`config.mk`:
```
export PLATFORM = sky130hd
export DESIGN_NAME = lsu_ctrl
export DESIGN_NICKNAME = d
export VERILOG_FILES = /design/src/rtl/lsu_ctrl.sv
export SDC_FILE = /design/constraint.sdc
export NUM_CORES = 1
export LEC_CHECK = 0
export BUFFER_PORTS_ARGS = -buffer_cell sky130_fd_sc_hd__clkbuf_2
export CAP_MARGIN = 20
export CORE_MARGIN = 2
export CORE_UTILIZATION = 25
export CTS_CLUSTER_SIZE = 16
export DETAILED_ROUTE_END_ITERATION = 8
export GPL_TIMING_DRIVEN = 0
export PLACE_DENSITY_LB_ADDON = 0.3
export SLEW_MARGIN = 20
export SYNTH_ARGS = -nofsm -noshare
export SYNTH_HDL_FRONTEND = slang
export SYNTH_SLANG_ARGS = --single-unit
```
`constraint.sdc`:
```
create_clock -name clk_i -period 8.36 [get_ports clk_i]
set_input_delay 1.254 -clock clk_i [delete_from_list [all_inputs] [get_ports clk_i]]
set_output_delay 1.254 -clock clk_i [all_outputs]
set_load 0.02 [all_outputs]
```
`src/rtl/lsu_ctrl.sv`:
```
// lsu_ctrl: single-outstanding load/store unit between the ALU and the data-memory port.
// Define LSU_MISALIGN_CHECK_EN to trap misaligned H/HU/W accesses instead of truncating them.
module lsu_ctrl #(
    parameter int TIMEOUT_CYCLES = 255
) (
    input  logic        clk_i,
    input  logic        rst_i,
    input  logic        start_i,
    input  logic        we_i,
    input  logic [2:0]  funct3_i,
    input  logic [31:0] addr_i,
    input  logic [31:0] wdata_i,
    output logic        busy_o,
    output logic        done_o,
    output logic [31:0] rdata_o,
    output logic        misalign_o,
    output logic        fault_o,
    output logic        mem_req_o,
    output logic        mem_we_o,
    output logic [31:0] mem_addr_o,
    output logic [3:0]  mem_be_o,
    output logic [31:0] mem_wdata_o,
    input  logic        mem_gnt_i,
    input  logic        mem_rvalid_i,
    input  logic [31:0] mem_rdata_i
);

    typedef enum logic [1:0] {
        IDLE = 2'd0,
        REQ  = 2'd1,
        WAIT = 2'd2,
        DONE = 2'd3
    } state_t;

    localparam logic [15:0] TIMEOUT_LIM = 16'(TIMEOUT_CYCLES);

    state_t      state_r;
    state_t      state_s;
    logic        we_r;
    logic [2:0]  funct3_r;
    logic [31:0] addr_r;
    logic [31:0] wdata_r;
    logic [15:0] tmo_cnt_r;

    logic        op_we_s;
    logic [2:0]  op_funct3_s;
    logic [31:0] op_addr_s;
    logic [31:0] op_wdata_s;
    logic        fault_s;
    logic        misalign_s;
    logic        tmo_hit_s;
    logic        in_mem_s;
    logic        was_mem_s;
    logic [31:0] rdata_s;

    function automatic logic is_illegal(input logic we, input logic [2:0] f3);
        case (f3)
            3'b000, 3'b001, 3'b010: is_illegal = 1'b0;
            3'b100, 3'b101:         is_illegal = we;
            default:                is_illegal = 1'b1;
        endcase
    endfunction

`ifdef LSU_MISALIGN_CHECK_EN
    function automatic logic is_misaligned(input logic [2:0] f3, input logic [1:0] a);
        case (f3)
            3'b001, 3'b101: is_misaligned = a[0];
            3'b010:         is_misaligned = (a != 2'b00);
            default:        is_misaligned = 1'b0;
        endcase
    endfunction
`endif

    function automatic logic [3:0] byte_en(input logic [2:0] f3, input logic [1:0] a);
        case (f3)
            3'b000, 3'b100: byte_en = 4'b0001 << a;
            3'b001, 3'b101: byte_en = 4'b0011 << {a[1], 1'b0};
            default:        byte_en = 4'b1111;
        endcase
    endfunction

    function automatic logic [31:0] store_data(input logic [2:0] f3, input logic [31:0] d);
        case (f3)
            3'b000:  store_data = {4{d[7:0]}};
            3'b001:  store_data = {2{d[15:0]}};
            default: store_data = d;
        endcase
    endfunction

    function automatic logic [31:0] load_fmt(input logic [2:0] f3, input logic [1:0] a,
                                             input logic [31:0] d);
        logic [7:0]  b;
        logic [15:0] h;
        case (a)
            2'd0:    b = d[7:0];
            2'd1:    b = d[15:8];
            2'd2:    b = d[23:16];
            default: b = d[31:24];
        endcase
        h = a[1] ? d[31:16] : d[15:0];
        case (f3)
            3'b000:  load_fmt = {{24{b[7]}}, b};
            3'b001:  load_fmt = {{16{h[15]}}, h};
            3'b010:  load_fmt = d;
            3'b100:  load_fmt = {24'd0, b};
            3'b101:  load_fmt = {16'd0, h};
            default: load_fmt = 32'd0;
        endcase
    endfunction

    // In IDLE the op is still on the inputs; afterwards the latched copy is authoritative.
    assign op_we_s     = (state_r == IDLE) ? we_i     : we_r;
    assign op_funct3_s = (state_r == IDLE) ? funct3_i : funct3_r;
    assign op_addr_s   = (state_r == IDLE) ? addr_i   : addr_r;
    assign op_wdata_s  = (state_r == IDLE) ? wdata_i  : wdata_r;

    assign in_mem_s  = (state_s == REQ) || (state_s == WAIT);
    assign was_mem_s = (state_r == REQ) || (state_r == WAIT);
    assign tmo_hit_s = (TIMEOUT_LIM != 16'd0) &&
                       (({1'b0, tmo_cnt_r} + 17'd1) >= {1'b0, TIMEOUT_LIM});

    // Next-state decode; memory responses take priority over an expiring timeout.
    always_comb begin
        state_s    = state_r;
        fault_s    = 1'b0;
        misalign_s = 1'b0;
        rdata_s    = 32'd0;
        case (state_r)
            IDLE: begin
                if (start_i) begin
                    if (is_illegal(we_i, funct3_i)) begin
                        state_s = DONE;
                        fault_s = 1'b1;
`ifdef LSU_MISALIGN_CHECK_EN
                    end else if (is_misaligned(funct3_i, addr_i[1:0])) begin
                        state_s    = DONE;
                        misalign_s = 1'b1;
`endif
                    end else begin
                        state_s = REQ;
                    end
                end else begin
                    state_s = IDLE;
                end
            end
            REQ: begin
                if (mem_gnt_i) begin
                    if (we_r) begin
                        state_s = DONE;
                    end else if (mem_rvalid_i) begin
                        state_s = DONE;
                        rdata_s = load_fmt(funct3_r, addr_r[1:0], mem_rdata_i);
                    end else begin
                        state_s = WAIT;
                    end
                end else if (tmo_hit_s) begin
                    state_s = DONE;
                    fault_s = 1'b1;
                end else begin
                    state_s = REQ;
                end
            end
            WAIT: begin
                if (mem_rvalid_i) begin
                    state_s = DONE;
                    rdata_s = load_fmt(funct3_r, addr_r[1:0], mem_rdata_i);
                end else if (tmo_hit_s) begin
                    state_s = DONE;
                    fault_s = 1'b1;
                end else begin
                    state_s = WAIT;
                end
            end
            DONE:    state_s = IDLE;
            default: state_s = IDLE;
        endcase
    end

    // State, latched operation, timeout counter and all registered port drive.
    always_ff @(posedge clk_i) begin
        if (rst_i) begin
            state_r     <= IDLE;
            we_r        <= 1'b0;
            funct3_r    <= 3'd0;
            addr_r      <= 32'd0;
            wdata_r     <= 32'd0;
            tmo_cnt_r   <= 16'd0;
            busy_o      <= 1'b0;
            done_o      <= 1'b0;
            rdata_o     <= 32'd0;
            misalign_o  <= 1'b0;
            fault_o     <= 1'b0;
            mem_req_o   <= 1'b0;
            mem_we_o    <= 1'b0;
            mem_addr_o  <= 32'd0;
            mem_be_o    <= 4'd0;
            mem_wdata_o <= 32'd0;
        end else begin
            state_r <= state_s;
            if ((state_r == IDLE) && start_i) begin
                we_r     <= we_i;
                funct3_r <= funct3_i;
                addr_r   <= addr_i;
                wdata_r  <= wdata_i;
            end
            tmo_cnt_r  <= (in_mem_s && was_mem_s) ? (tmo_cnt_r + 16'd1) : 16'd0;
            busy_o     <= (state_s != IDLE);
            done_o     <= (state_s == DONE);
            fault_o    <= fault_s;
            misalign_o <= misalign_s;
            if (state_s == DONE) begin
                rdata_o <= rdata_s;
            end
            mem_req_o <= (state_s == REQ);
            if (state_s == REQ) begin
                mem_we_o    <= op_we_s;
                mem_addr_o  <= {op_addr_s[31:2], 2'b00};
                mem_be_o    <= byte_en(op_funct3_s, op_addr_s[1:0]);
                mem_wdata_o <= op_we_s ? store_data(op_funct3_s, op_wdata_s) : 32'd0;
            end else begin
                mem_we_o    <= 1'b0;
                mem_addr_o  <= 32'd0;
                mem_be_o    <= 4'd0;
                mem_wdata_o <= 32'd0;
            end
        end
    end

endmodule

```
Word level (Yosys, flattened, before mapping)

Index checks and enable logic that the tools add are counted.

Bits in registers: 191
Input port bits: 105
Output and inout bits: 106
Logic and storage cells: 91

Add/sub/neg operators: 2
Order comparisons: 1
Equality and inequality tests: 19
Shift operators: 2
Multiplexer cells: 31
Bitwise gates (word level): 3
Reductions and logical operators: 17

Operators by type and width:

| kind                  | number |
|---|---|
| $mux 32               | 5 |
| $pmux 32 s5           | 1 |
| $pmux 32 s2           | 2 |
| $pmux 8 s3            | 1 |
| $eq 3x3->1 const B    | 6 |
| $add 16x1->17 const B | 1 |
| $ge 17x8->1 const B   | 1 |
| $add 16x1->16 const B | 1 |
| $mux 16               | 1 |
| $mux 1                | 12 |
| $eq 2x2->1 const B    | 5 |
| $reduce_or 2->1       | 5 |
| $eq 3x1->1 const B    | 3 |
| $logic_not 3->1       | 3 |
| $mux 2                | 4 |
| $pmux 2 s4            | 1 |
| $pmux 4 s2            | 1 |
| $eq 2x1->1 const B    | 3 |
| $eq 3x2->1 const B    | 2 |
| $reduce_or 3->1       | 2 |
| $logic_not 2->1       | 2 |
| $shl 1x2->4 const A   | 1 |
| $shl 2x2->4 const A   | 1 |
| $mux 3                | 1 |
| 6 further kinds       | 10 |

Logic depth before layout (Yosys ltp)

Word-level depth: 13
Gate-level depth with buffers: 15
Mapped depth without buffers: 11

Least setup slack after synthesis

OpenSTA, ideal clock, no wires.

Kind: reg-to-reg
Start point: register tmo_cnt_r[0]
End point: register mem_wdata_o[22]
Setup time: 0.138 ns
Arrival: 3.260 ns
Data required time: 8.222 ns
Setup slack: 4.962 ns
Stages on the path, launching flop included: 15
Buffers on the path: 3
Period minus slack after synthesis: 3.398 ns
Cells stage by stage: dfxtp_1 -> ha_1 -> buf_6 -> and4_1 -> and4bb_4 -> mux2_4 -> a2111oi_4 -> a31oi_1 -> ha_1 -> nand2b_1 -> clkbuf_1 -> clkinv_1 -> nand2_1 -> clkbuf_1 -> a211oi_1

Cells in the longest elaborated chain, start to end: 8
Elaborated cells on any way between the ends: 10
Those cells by class: add/sub: 1; order compare: 1; eq/ne: 1; mux: 5; bitwise: 1; reduce/logical: 1

Ends and longest elaborated chain:

| what                             | RTL line | RTL |
|---|---|---|
| start, declared                  | 43       | `logic [15:0] tmo_cnt_r;` |
| start signal, assigned           | 206      | `tmo_cnt_r <= (in_mem_s && was_mem_s) ? (tmo_cnt_r + 16'd1) : 16'd0;` |
| $add 16x1->17                    | 120      | `(({1'b0, tmo_cnt_r} + 17'd1) >= {1'b0, TIMEOUT_LIM});` |
| $ge 17x8->1                      | 120      |  |
| $mux 1                           | 167      | `end else if (tmo_hit_s) begin` |
| $mux 1                           | 164      | `if (mem_rvalid_i) begin` |
| $pmux 2 s4                       | 128      | `case (state_r)` |
| via state_s[0]                   | 38       | `state_t state_s;` |
| $eq 2x1->1                       | 215      | `if (state_s == REQ) begin` |
| $not 1->1 (no source line)       | -        |  |
| $reduce_or 3->1 (no source line) | -        |  |
| end signal, assigned             | 219      | `mem_wdata_o <= op_we_s ? store_data(op_funct3_s, op_wdata_s) : 32'd0;` |
| end, declared                    | 22       | `output logic [31:0] mem_wdata_o,` |

The timed path passes the listed nets, and every way through them passes these cells.
A chain may end at the register's enable or synchronous reset.

Final worst setup path

Start point: register tmo_cnt_r[0]
End point: register mem_wdata_o[30]

The elaborated chain is that of the path after synthesis.

==> qor_table.md <==
| Item | Reported |
|:---|:---|
| Status | complete, no violations |
| Logic gate share of total power | 0.139 |
| Inserted Diodes | 0 |
| Number of design-rule violations left by the first detailed-router iteration | 410 |
| Switching component of the power | 569 uW |
| Number of design rule violations left after detail routing | 0 |
| Filler Cell Count | 3365 |
| Worst slack at placement | 3790 ps |
| Combined area of all synthesized cells | 0.00803 sq mm |
| Commonest cells after routing, fill and taps aside | clkbuf_2 (207), nand2_1 (194), dfxtp_1 (189) |
| First-pass iteration count of the detailed router | 6 |
| Post-CTS clock slew at the launch and capture registers of the worst setup and hold paths | 70 ps |
| Post-synth top area share | 0.471 |
| Clock buffers created by TritonCTS | 17 |
| Worst slew margin | 0.254 |
| Class of the tightest hold or removal check | reg2reg |
| Max Cap Violations | 0 |
| Leading register cell type out of synthesis | dfxtp_1 |
| H-tree level count | 4 |
| FMAX | 225 MHz |
| Die X | 183 um |
| Number of global-route vias before repair | 6930 |
| IO Pins | 211 |
| Buffer levels on the longest clock path | 2 |
| Cell with the largest stage delay on the worst path | a2111oi_4 |
| Global-route wire length before repair | 39600 um |
| Cell at the root of the clock tree | clkbuf_16 |
| Number of setup violations in the final report | 0 |
| Leading cell types by total area after synthesis | dfxtp_1 (47%), nand2_1 (9.1%), mux2i_1 (7.6%) |
| Largest net degree at the start of global routing | 18 |
| EDFF count, synth | 0 |
| Insertion delay to the later sink of the worst-skew pair | 440 ps |
| Final count of hold timing violations | 0 |
| Share of post-route cells with drive strength above 1 | 0.245 |
| Unique cell type count in the Yosys netlist | 57 |
| Post-cts sizing count | 0 |
| Library cell with the largest summed area after synthesis | dfxtp_1 |
| Worst-path cell chain | ha_1 -> buf_6 -> and4_1 -> and4bb_4 -> mux2_4 -> a2111oi_4 -> a31oi_1 -> ha_1 -> nand2b_1 -> clkbuf_1 -> clkinv_1 -> nand2_1 -> clkbuf_1 -> a211oi_1 |
| Overall fraction of global-route tracks in use | 0.153 |
| Largest clock skew in the final design | 12.8 ps |
| Post-CTS Hold Buffers | 0 |
| Routed wirelength normalized by instance count | 16.5 um |
| Fraction of power spent switching nets | 0.277 |
| Antenna Violating Nets Remaining | 0 |
| Max Transition Viols Final | 0 |
| Final net count | 1255 |
| Share of total power in the clock network | 0.400 |
| Slowest Stage Delay on Critical Path | 510 ps |
| Clock period minus final worst setup slack | 4450 ps |
| Global route overflow | 0 |
| Static leakage | 4.46 nW |
| Clock sink total | 189 |
| Setup repair after global routing missed its margin | no |
| Peak supply drop | 0.000104 V |
| Worst hold slack | 453 ps |
| Core region area | 0.0316 sq mm |
| TritonCTS clock tree | yes |
| Number of cell rows | 65 |
| Setup total negative slack | 0 ps |
| Capturing element type of the critical path | register |
| Synth-to-Final Area Change | 26.5% |
| Wire length after detailed routing | 25700 um |
| Average cell area after synthesis | 8.78 sq um |
| Power density of the placed cells | 202 mW/mm^2 |
| Warnings from Yosys | 0 |
| Arrival time at the worst endpoint | 4730 ps |
| Transition time of the tightest slew-check pin | 1090 ps |
| Effective utilization at floorplan | 0.254 |
| Die height | 183 um |
| Design internal power | 1.49 mW |
| Die area | 0.0335 sq mm |
| Type of origin of the critical path | register |
| Number of synthesized register bits | 189 |
| Maximum net fanout on the critical path | 10 |
| Post-Synthesis Cells | 914 |
| DP Wirelength | 19600 um |
| Share of synthesized area occupied by flip-flops and latches | 0.471 |
| Post-CTS setup-driven buffer insertion count | 0 |
| Data required, critical path | 8640 ps |
| Part of the power in registers | 0.461 |
| Final worst setup slack | 3910 ps |
| Buffers on Ports | 206 |
| Post-route clock period utilization | 0.532 |
| Critical path type | reg2reg |
| Async set-or-reset flop fraction in the synthesized netlist | 0 |
| Routability-driven placement congestion ratio | 0.835 |
| Vias per Instance | 4.63 |
| Antenna violations before repair | 2 |
| Most common library cell in the layout ignoring fill and taps | clkbuf_2 |
| Number of vias in the routed layout | 7206 |
==> Yosys cell counts (all sizes together), types with 2 or more instances <==
library cell and number:
a2111oi 2, a211o 2, a211oi 32, a21o 16
a21oi 104, a222oi 7, a22o 7, a2bb2oi 7
a311oi 2, a31o 2, a31oi 3, and2 2
and3 10, and4 2, buf 19, clkbuf 47
dfxtp 189, ha 9, inv 10, mux2 12
mux2i 61, mux4 7, nand2 194, nand2b 5
nand3 13, nand4 2, nor2 89, nor2b 2
nor3 3, nor3b 2, nor4 4, o21ai 20
o21bai 2, or3 2, xnor2 6, xor2 7
==> flip-flops by register name (all words and copies together), names as in the netlist <==
name and count:
addr_r 32, busy_o 1, done_o 1, fault_o 1
funct3_r 3, mem_addr_o 30, mem_be_o 4, mem_req_o 1
mem_wdata_o 32, mem_we_o 1, rdata_o 32, state_r 2
tmo_cnt_r 16, wdata_r 32, we_r 1
==> power by group through the flow <==
stage               sequential (mW)  combinational (mW)  clock, mW
finish                        0.948               0.286      0.822
global route                  0.952               0.315      0.886
CTS                           0.948               0.287      0.845
detailed placement            0.969               0.286          0
global placement              0.968               0.285          0
floorplan                     0.978               0.171          0
==> cell type report <==
type,instances,area (sq um),share of cell area
repair buffers,206,1030,0.102
multi-input cells,650,3920,0.386
flip-flops and latches,189,3780,0.373
inverters,11,41.3,0.00407
clock buffers,18,429,0.0423
well taps,402,503,0.0495
plain buffers,66,284,0.0280
clock inverters,14,158,0.0155
==> critical path: cells and delay by family (launching register included) <==
kind / cells / cell delay [ps]
buf+inv: 4 / 1400
compound gates: 3 / 860
flops: 1 / 420
simple gates: 4 / 890
mux: 1 / 310
fa+ha+maj: 2 / 410
==> path summary, 6_finish.rpt <==
path / start / end / slack [ps] / depth (start not counted)
setup / recovery: tmo_cnt_r[0]$_SDFF_PP0_ / mem_wdata_o[30]$_SDFF_PP0_ / 3910 / 14
hold reg to reg: addr_r[17]$_SDFFE_PP0P_ / addr_r[17]$_SDFFE_PP0P_ / 450 / 2
hold / removal: addr_r[17]$_SDFFE_PP0P_ / addr_r[17]$_SDFFE_PP0P_ / 450 / 2
setup reg to reg: tmo_cnt_r[0]$_SDFF_PP0_ / mem_wdata_o[30]$_SDFF_PP0_ / 3910 / 14
==> stage by stage <==
step	std cells	utilization	total power, mW	cell area, sq um
6_report	1556	0.322	2.06	10200
5_1_grt	1556	0.322	2.15	10200
4_1_cts	1556	0.322	2.08	10200
3_5_place_dp	1524	0.303	1.26	9570
3_3_place_gp	1524	0.303	1.25	9570
2_1_floorplan	916	-	1.15	8030
==> cell families after synthesis <==
family / Yosys count / synth area share
AND/OR/NAND/NOR: 333 / 0.177
flip-flops: 189 / 0.471
other: 1 / 0.000467
multiplexers: 80 / 0.113
buffers and inverters: 77 / 0.0405
adder cells (fa/ha/maj): 9 / 0.0140
AO/OA/AOI/OAI: 212 / 0.170
XOR/XNOR: 13 / 0.0142
==> metal layers <==
| metal | part of all wire | GRT usage |
|---|---|---|
| met2 | 0.46 | 0.244 |
| met1 | 0.46 | 0.201 |
| met3 | 0.055 | 0.0365 |
| met4 | 0.026 | 0.0538 |
| met5 | 0.00062 | 0 |
No activity file was read; power rests on OpenSTA's default activity.
